===== config.mk =====
export PLATFORM = sky130hd
export DESIGN_NAME = pwm_link_ctrl
export DESIGN_NICKNAME = d
export VERILOG_FILES = /design/src/rtl/pwm_link_pkg.sv /design/src/rtl/pwm_link_ctrl_rr_arb2.sv /design/src/rtl/pwm_link_ctrl.sv
export SDC_FILE = /design/constraint.sdc
export NUM_CORES = 1
export LEC_CHECK = 0
export ABC_AREA = 1
export CELL_PAD_IN_SITES_DETAIL_PLACEMENT = 0
export CELL_PAD_IN_SITES_GLOBAL_PLACEMENT = 2
export CORE_AREA = 5 5 106 108
export CTS_CLUSTER_DIAMETER = 50
export CTS_CLUSTER_SIZE = 14
export DETAILED_ROUTE_END_ITERATION = 6
export DIE_AREA = 0 0 111 113
export PLACE_DENSITY = 0.82
export SLEW_MARGIN = 15
export SYNTH_ARGS = -nofsm -noshare
export SYNTH_HDL_FRONTEND = slang
export SYNTH_HIERARCHICAL = 1
export SYNTH_SLANG_ARGS = --single-unit

===== constraint.sdc =====
create_clock -name clk_i -period 1.9 [get_ports clk_i]
set_clock_uncertainty 0.15 [all_clocks]
set_input_delay 0.475 -clock clk_i [delete_from_list [all_inputs] [get_ports clk_i]]
set_output_delay 0.475 -clock clk_i [all_outputs]
set_load 0.1 [all_outputs]

===== src/rtl/pwm_link_pkg.sv =====
`default_nettype none
// ============================================================================
//  Module   : pwm_link_pkg
//  Purpose  : Shared FSM state codes, channel indices and rate defaults for
//             the PWM position link controller.
//  Revision : 1.0 - initial release
// ============================================================================
package pwm_link_pkg;

    typedef logic [2:0] state_t;

    // Binary-encoded controller states
    localparam state_t C_ST_IDLE  = 3'd0;
    localparam state_t C_ST_ARB   = 3'd1;
    localparam state_t C_ST_LOAD  = 3'd2;
    localparam state_t C_ST_SEND  = 3'd3;
    localparam state_t C_ST_CHECK = 3'd4;

    // Requester channel indices
    localparam logic C_CH_ENC  = 1'b0;
    localparam logic C_CH_DIAG = 1'b1;

    // Rate-select code applied out of reset
    localparam logic [2:0] C_RATE_DEFAULT = 3'b000;

endpackage
`default_nettype wire


===== src/rtl/pwm_link_ctrl_rr_arb2.sv =====
`default_nettype none
// ============================================================================
//  Module   : rr_arb2
//  Purpose  : Two-requester round-robin arbiter with a registered
//             last-grant pointer. Grant is combinational; the pointer only
//             moves when the caller commits a grant via advance_i.
//  Revision : 1.0 - initial release
// ============================================================================
module rr_arb2
    import pwm_link_pkg::*;
(
    input  logic       clk_i,
    input  logic       reset_i,
    input  logic [1:0] req_i,
    input  logic       advance_i,
    output logic [1:0] grant_o
);

    logic last_q;
    logic last_d;

    // Choose the winner; on contention the channel not served last wins
    always_comb begin
        grant_o = 2'b00;
        case (req_i)
            2'b01:   grant_o = 2'b01;
            2'b10:   grant_o = 2'b10;
            2'b11:   grant_o = (last_q == C_CH_DIAG) ? 2'b01 : 2'b10;
            default: grant_o = 2'b00;
        endcase
    end

    // Remember the channel that actually received a committed grant
    always_comb begin
        last_d = last_q;
        if (advance_i && (grant_o != 2'b00)) begin
            last_d = grant_o[1];
        end
    end

    // Pointer starts as "diag served last" so the encoder channel wins first
    always_ff @(posedge clk_i or posedge reset_i) begin
        if (reset_i) begin
            last_q <= C_CH_DIAG;
        end else begin
            last_q <= last_d;
        end
    end

endmodule
`default_nettype wire


===== src/rtl/pwm_link_ctrl.sv =====
`default_nettype none
// ============================================================================
//  Module   : pwm_link_ctrl
//  Purpose  : Arbitrates two position requesters onto a PWM link, holds the
//             granted position for one frame of FRAME_TICKS pwm ticks, then
//             checks the loopback reply (match / mismatch / timeout).
//             Rate-select changes are deferred until the link is idle.
//  Revision : 1.0 - initial release
// ============================================================================
module pwm_link_ctrl
    import pwm_link_pkg::*;
#(
    parameter int FRAME_TICKS = 1040,
    parameter int RX_TIMEOUT  = 4096
)(
    input  logic       clk_i,
    input  logic       reset_i,
    input  logic       pwm_tick_i,
    input  logic [1:0] req_i,
    input  logic [9:0] pos0_i,
    input  logic [9:0] pos1_i,
    input  logic       rate_wr_i,
    input  logic [2:0] rate_new_i,
    input  logic       rx_valid_i,
    input  logic [9:0] rx_pos_i,
    output logic [1:0] gnt_o,
    output logic [9:0] pos_out_o,
    output logic [2:0] rate_sel_o,
    output logic       busy_o,
    output logic       match_o,
    output logic       mismatch_o,
    output logic       timeout_o
);

    localparam int TICK_W = $clog2(FRAME_TICKS);
    localparam int TMO_W  = $clog2(RX_TIMEOUT);
    localparam logic [TICK_W-1:0] C_TICK_LAST = TICK_W'(FRAME_TICKS - 1);
    localparam logic [TMO_W-1:0]  C_TMO_LAST  = TMO_W'(RX_TIMEOUT - 1);

    state_t            state_q, state_d;
    logic [TICK_W-1:0] tick_cnt_q, tick_cnt_d;
    logic [TMO_W-1:0]  tmo_cnt_q, tmo_cnt_d;
    logic              sel_q, sel_d;
    logic [1:0]        gnt_q, gnt_d;
    logic [9:0]        pos_q, pos_d;
    logic [2:0]        rate_q, rate_d;
    logic              pend_q, pend_d;
    logic [2:0]        pend_code_q, pend_code_d;
    logic              match_q, match_d;
    logic              mismatch_q, mismatch_d;
    logic              timeout_q, timeout_d;

    logic [1:0]        arb_grant;
    logic              arb_advance;
    logic              frame_done;
    logic              wait_expired;

    assign frame_done   = pwm_tick_i && (tick_cnt_q == C_TICK_LAST);
    assign wait_expired = (tmo_cnt_q == C_TMO_LAST);

    rr_arb2 u_arb (
        .clk_i     (clk_i),
        .reset_i   (reset_i),
        .req_i     (req_i),
        .advance_i (arb_advance),
        .grant_o   (arb_grant)
    );

    // FSM state register
    always_ff @(posedge clk_i or posedge reset_i) begin
        if (reset_i) begin
            state_q <= C_ST_IDLE;
        end else begin
            state_q <= state_d;
        end
    end

    // FSM next-state: a pending rate change holds the link in IDLE for a cycle
    always_comb begin
        state_d = state_q;
        case (state_q)
            C_ST_IDLE:  if (!pend_q && (req_i != 2'b00)) state_d = C_ST_ARB;
            C_ST_ARB:   state_d = (req_i != 2'b00) ? C_ST_LOAD : C_ST_IDLE;
            C_ST_LOAD:  state_d = C_ST_SEND;
            C_ST_SEND:  if (frame_done) state_d = C_ST_CHECK;
            C_ST_CHECK: if (rx_valid_i || wait_expired) state_d = C_ST_IDLE;
            default:    state_d = C_ST_IDLE;
        endcase
    end

    // FSM outputs and datapath next values; rx_valid beats timeout expiry
    always_comb begin
        busy_o      = (state_q != C_ST_IDLE);
        arb_advance = 1'b0;
        gnt_d       = 2'b00;
        match_d     = 1'b0;
        mismatch_d  = 1'b0;
        timeout_d   = 1'b0;
        sel_d       = sel_q;
        pos_d       = pos_q;
        tick_cnt_d  = tick_cnt_q;
        tmo_cnt_d   = tmo_cnt_q;
        rate_d      = rate_q;
        pend_d      = pend_q;
        pend_code_d = pend_code_q;
        case (state_q)
            C_ST_IDLE: begin
                if (pend_q) begin
                    rate_d = pend_code_q;
                    pend_d = 1'b0;
                end
            end
            C_ST_ARB: begin
                arb_advance = 1'b1;
                gnt_d       = arb_grant;
                if (arb_grant != 2'b00) begin
                    sel_d = arb_grant[1];
                end
            end
            C_ST_LOAD: begin
                pos_d      = (sel_q == C_CH_DIAG) ? pos1_i : pos0_i;
                tick_cnt_d = '0;
            end
            C_ST_SEND: begin
                if (frame_done) begin
                    tmo_cnt_d = '0;
                end else if (pwm_tick_i) begin
                    tick_cnt_d = tick_cnt_q + 1'b1;
                end
            end
            C_ST_CHECK: begin
                if (rx_valid_i) begin
                    match_d    = (rx_pos_i == pos_q);
                    mismatch_d = (rx_pos_i != pos_q);
                end else if (wait_expired) begin
                    timeout_d = 1'b1;
                end else begin
                    tmo_cnt_d = tmo_cnt_q + 1'b1;
                end
            end
            default: ;
        endcase
        // A new write always lands in the pending slot, last one wins
        if (rate_wr_i) begin
            pend_d      = 1'b1;
            pend_code_d = rate_new_i;
        end
    end

    // Datapath and registered output pulses
    always_ff @(posedge clk_i or posedge reset_i) begin
        if (reset_i) begin
            tick_cnt_q  <= '0;
            tmo_cnt_q   <= '0;
            sel_q       <= C_CH_ENC;
            gnt_q       <= 2'b00;
            pos_q       <= 10'd0;
            rate_q      <= C_RATE_DEFAULT;
            pend_q      <= 1'b0;
            pend_code_q <= C_RATE_DEFAULT;
            match_q     <= 1'b0;
            mismatch_q  <= 1'b0;
            timeout_q   <= 1'b0;
        end else begin
            tick_cnt_q  <= tick_cnt_d;
            tmo_cnt_q   <= tmo_cnt_d;
            sel_q       <= sel_d;
            gnt_q       <= gnt_d;
            pos_q       <= pos_d;
            rate_q      <= rate_d;
            pend_q      <= pend_d;
            pend_code_q <= pend_code_d;
            match_q     <= match_d;
            mismatch_q  <= mismatch_d;
            timeout_q   <= timeout_d;
        end
    end

    assign gnt_o      = gnt_q;
    assign pos_out_o  = pos_q;
    assign rate_sel_o = rate_q;
    assign match_o    = match_q;
    assign mismatch_o = mismatch_q;
    assign timeout_o  = timeout_q;

endmodule
`default_nettype wire


==> impl_metrics.py <==
metrics = {
    "status": {
        "run_status": "completed",
    },
    "cts": {
        "htree_levels": 2,
        "cts-buffers-inserted": 5,
        "ctsRootBufferMaster": "sky130_fd_sc_hd__clkbuf_8",
        "post_cts_hold_fix_bufs": 0,
        "clock_sink_count": 50,
        "clkLatencyLatePin_ps": 300,
        "cts_tree": "done",
        "clkTransAtPathRegs_ps": 90,
        "clock_path_buffers": 2,
    },
    "finish": {
        "area_growth_pct": 46.2,
        "antenna-diode-count": 0,
        "nets_final": 499,
        "post_route_cells_drive_above_1_share": 0.168,
        "commonest_non_fill_non_tap_cell_in_the_layout": "sky130_fd_sc_hd__nand2_1",
        "layout_common_cells": "sky130_fd_sc_hd__nand2_1, sky130_fd_sc_hd__dfrtp_1, sky130_fd_sc_hd__nor2_1",
    },
    "place": {
        "placement_setup_slack_ps": -241,
        "dp_hpwl_um": 5280,
        "io_buffers": 58,
        "place_congestion": 0.750,
    },
    "global_route": {
        "globalRoute.busiestLayer": "met2",
        "overflow": 0,
        "grt_antenna_before_repair": 0,
        "met1_usage": 0.142,
        "grt.met3_usage": 0.0310,
        "grt.total_usage": 0.113,
        "grt_max_degree": 21,
        "grt_pass1_vias": 2493,
        "grt_use_met2": 0.191,
        "grt_pass1_wl_um": 11800,
    },
    "pwr": {
        "vdd.ir_drop.worst_uv": 885,
        "power_density_mw_per_mm2": 1400,
        "power.static_leakage_nw": 1.89,
    },
    "setup_path": {
        "crit_slowest_cell": "sky130_fd_sc_hd__dfrtp_1",
        "critPathKind": "flop to output pin",
        "cpLargestDelayFamily": "flip-flops",
        "critPathBufInv": 3,
        "worstPathArrival_ps": 1240,
        "critPathMostFrequentCell": "sky130_fd_sc_hd__inv_2",
        "worst_setup_path_end_kind": "output pin",
        "timing.critical_path.from_type": "flop",
        "crit_chain": "nor2_2, inv_2, nor2_4, inv_2, buf_12",
        "critical_path.max_stage_delay_ps": 400,
        "worst_ep_required_time_ps": 1270,
        "worstPathMaxFanout": 3,
    },
    "die": {
        "core_area_sq_mm": 0.0101,
        "chipHeight_um": 113,
        "initial_utilization": 0.272,
        "die_area_sq_mm": 0.0125,
        "placementRows": 37,
        "die_w_um": 111,
        "num_io_pins": 59,
    },
    "timing": {
        "holdWs_ps": 317,
        "finalHoldViolCount": 0,
        "tightest_slew_margin_relative_to_the_limit": 0.743,
        "maxClockFrequency_ghz": 0.537,
        "setup_slack_ps": 39.1,
        "final_period_minus_worst_setup_slack_ps": 1860,
        "finalCritPeriodShare": 0.979,
        "unrepaired_setup_endpoints_after_global_routing": "true",
        "finalSetupViolCount": 0,
        "worstMarginPinSlew_ps": 385,
        "report.final.slew_viol_count": 0,
    },
    "route": {
        "drt_iter0_drc": 102,
        "route.antenna.remaining_nets": 0,
        "detail_route.wl_per_cell_um": 11.7,
        "via_count": 2579,
        "detail_routed_via_count_per_cell": 4.34,
        "route.detailed.drc": 0,
        "routed_wl_um": 6960,
        "detailed_router_iteration_count_before_antenna_repair": 6,
    },
    "synth": {
        "netlist_area_sq_mm": 0.00275,
        "synth_sequential_area_ratio": 0.455,
        "netlist_instances": 374,
        "post_synth.cell_area_avg_sq_um": 7.36,
        "ys.warnings.count": 6,
        "postSynth.topFlopCell": "sky130_fd_sc_hd__dfrtp_1",
        "synth_enable_flop_cells": 0,
        "synthArstFlopShare": 1.00,
        "yosysUniqueCellTypes": 31,
        "number_of_register_bits_inferred_by_synthesis": 50,
        "postSynthNetCount": 416,
    },
    "run": {
        "max-cap-violations": 0,
    },
    "worst_hold_path": {
        "hold_path.class": "flop to flop",
    },
}
==> what timing repair did <==
item                       in CTS  in global routing
pin swaps                       0                  2
setup endpoints to repair      12                 14
cloned                          0                  1
buffers inserted                3                  0
resized for setup               4                  8
==> per-layer routing <==
| layer | wire length (um) | vias to the layer above | part of all wire |
|---|---|---|---|
| li1 | - | 1347 | - |
| met5 | 0 | - | 0 |
| met2 | 3290 | 55 | 0.47 |
| met1 | 3280 | 1173 | 0.47 |
| met3 | 320 | 4 | 0.046 |
| met4 | 70 | 0 | 0.010 |
==> registers in the layout, summed over array words and instances (netlist names) <==
register,cells
mismatch_o,1
sel_q,1
timeout_o,1
gnt_o,2
state_q,3
tmo_cnt_q,12
u_arb/last_q,1
match_o,1
rate_sel_o,3
pos_out_o,10
pend_q,1
tick_cnt_q,11
pend_code_q,3
==> cells by family (layout without fill, tap and decap cells) <==
kind of cell,count (synthesis),after routing,share of synthesized area
AO/OA/AOI/OAI,33,33,0.0691
adder cells (fa/ha/maj),2,2,0.00909
AND/OR/NAND/NOR,233,234,0.360
flip-flops,50,50,0.455
buffers and inverters,43,126,0.0655
XOR/XNOR,13,13,0.0414
==> synthesized netlist by cell type (4+ instances only) <==
cell / n / area [sq um]
sky130_fd_sc_hd__o21ai_0: 11 / 55.1
sky130_fd_sc_hd__xor2_1: 6 / 52.6
sky130_fd_sc_hd__a31oi_1: 11 / 68.8
sky130_fd_sc_hd__xnor2_1: 7 / 61.3
sky130_fd_sc_hd__nor2_1: 47 / 176
sky130_fd_sc_hd__dfrtp_1: 49 / 1230
sky130_fd_sc_hd__nand3_1: 21 / 105
sky130_fd_sc_hd__nand2_1: 141 / 529
sky130_fd_sc_hd__clkbuf_1: 4 / 15.0
sky130_fd_sc_hd__inv_1: 32 / 120
sky130_fd_sc_hd__nor3_1: 4 / 20.0
sky130_fd_sc_hd__a21oi_1: 6 / 30.0
sky130_fd_sc_hd__nand4_1: 5 / 31.3
==> where the power goes <==
part / switching, mW / leakage [nW] / total (mW) / internal [mW]
clock network: 0.372 / 0.0585 / 0.767 / 0.395
logic: 2.08 / 1.19 / 3.24 / 1.16
registers: 0.311 / 0.642 / 1.62 / 1.31
==> metrics by stage <==
stage                     cells  utilization  cell area [sq um]  power, mW  TNS [ps]
after floorplan             374            -               2750       3.60         0
after global placement      582        0.379               3840       4.76     -3930
after detailed placement    582        0.379               3840       4.78     -4240
after CTS                   593        0.393               3990       5.63     -21.6
after global routing        594        0.397               4020       5.97      -327
final                       594        0.397               4020       5.63         0
==> layout make-up <==
type	count	area (sq um)
flip-flops and latches	50	1250
clock inverters	3	43.8
clock buffers	5	68.8
multi-input cells	282	1370
well taps	136	170
fillers	1038	6110
repair buffers	84	991
inverters	34	128
==> final timing paths <==
| path | slack, ps | start | endpoint | depth (start not counted) |
|---|---|---|---|---|
| min in group asynchronous | 330 | reset_i | tmo_cnt_q[11]$_DFFE_PP0P_ | 2 |
| max in group asynchronous | 840 | reset_i | tick_cnt_q[6]$_DFFE_PP0P_ | 3 |
| hold reg to reg | 320 | u_arb/last_q$_DFFE_PP1P_ | u_arb/last_q$_DFFE_PP1P_ | 2 |
| setup reg to reg | 110 | tmo_cnt_q[0]$_DFFE_PP0P_ | tmo_cnt_q[10]$_DFFE_PP0P_ | 10 |
| setup / recovery | 40 | state_q[2]$_DFFE_PP0P_ | busy_o | 5 |
| hold / removal | 320 | u_arb/last_q$_DFFE_PP1P_ | u_arb/last_q$_DFFE_PP1P_ | 2 |
==> tightest hold or removal path: cells and delay by family (launching register included) <==
kind,cells,cell delay [ps]
DFF,1,380
and+or+nand+nor,2,90
No activity file was read; power rests on OpenSTA's default activity.
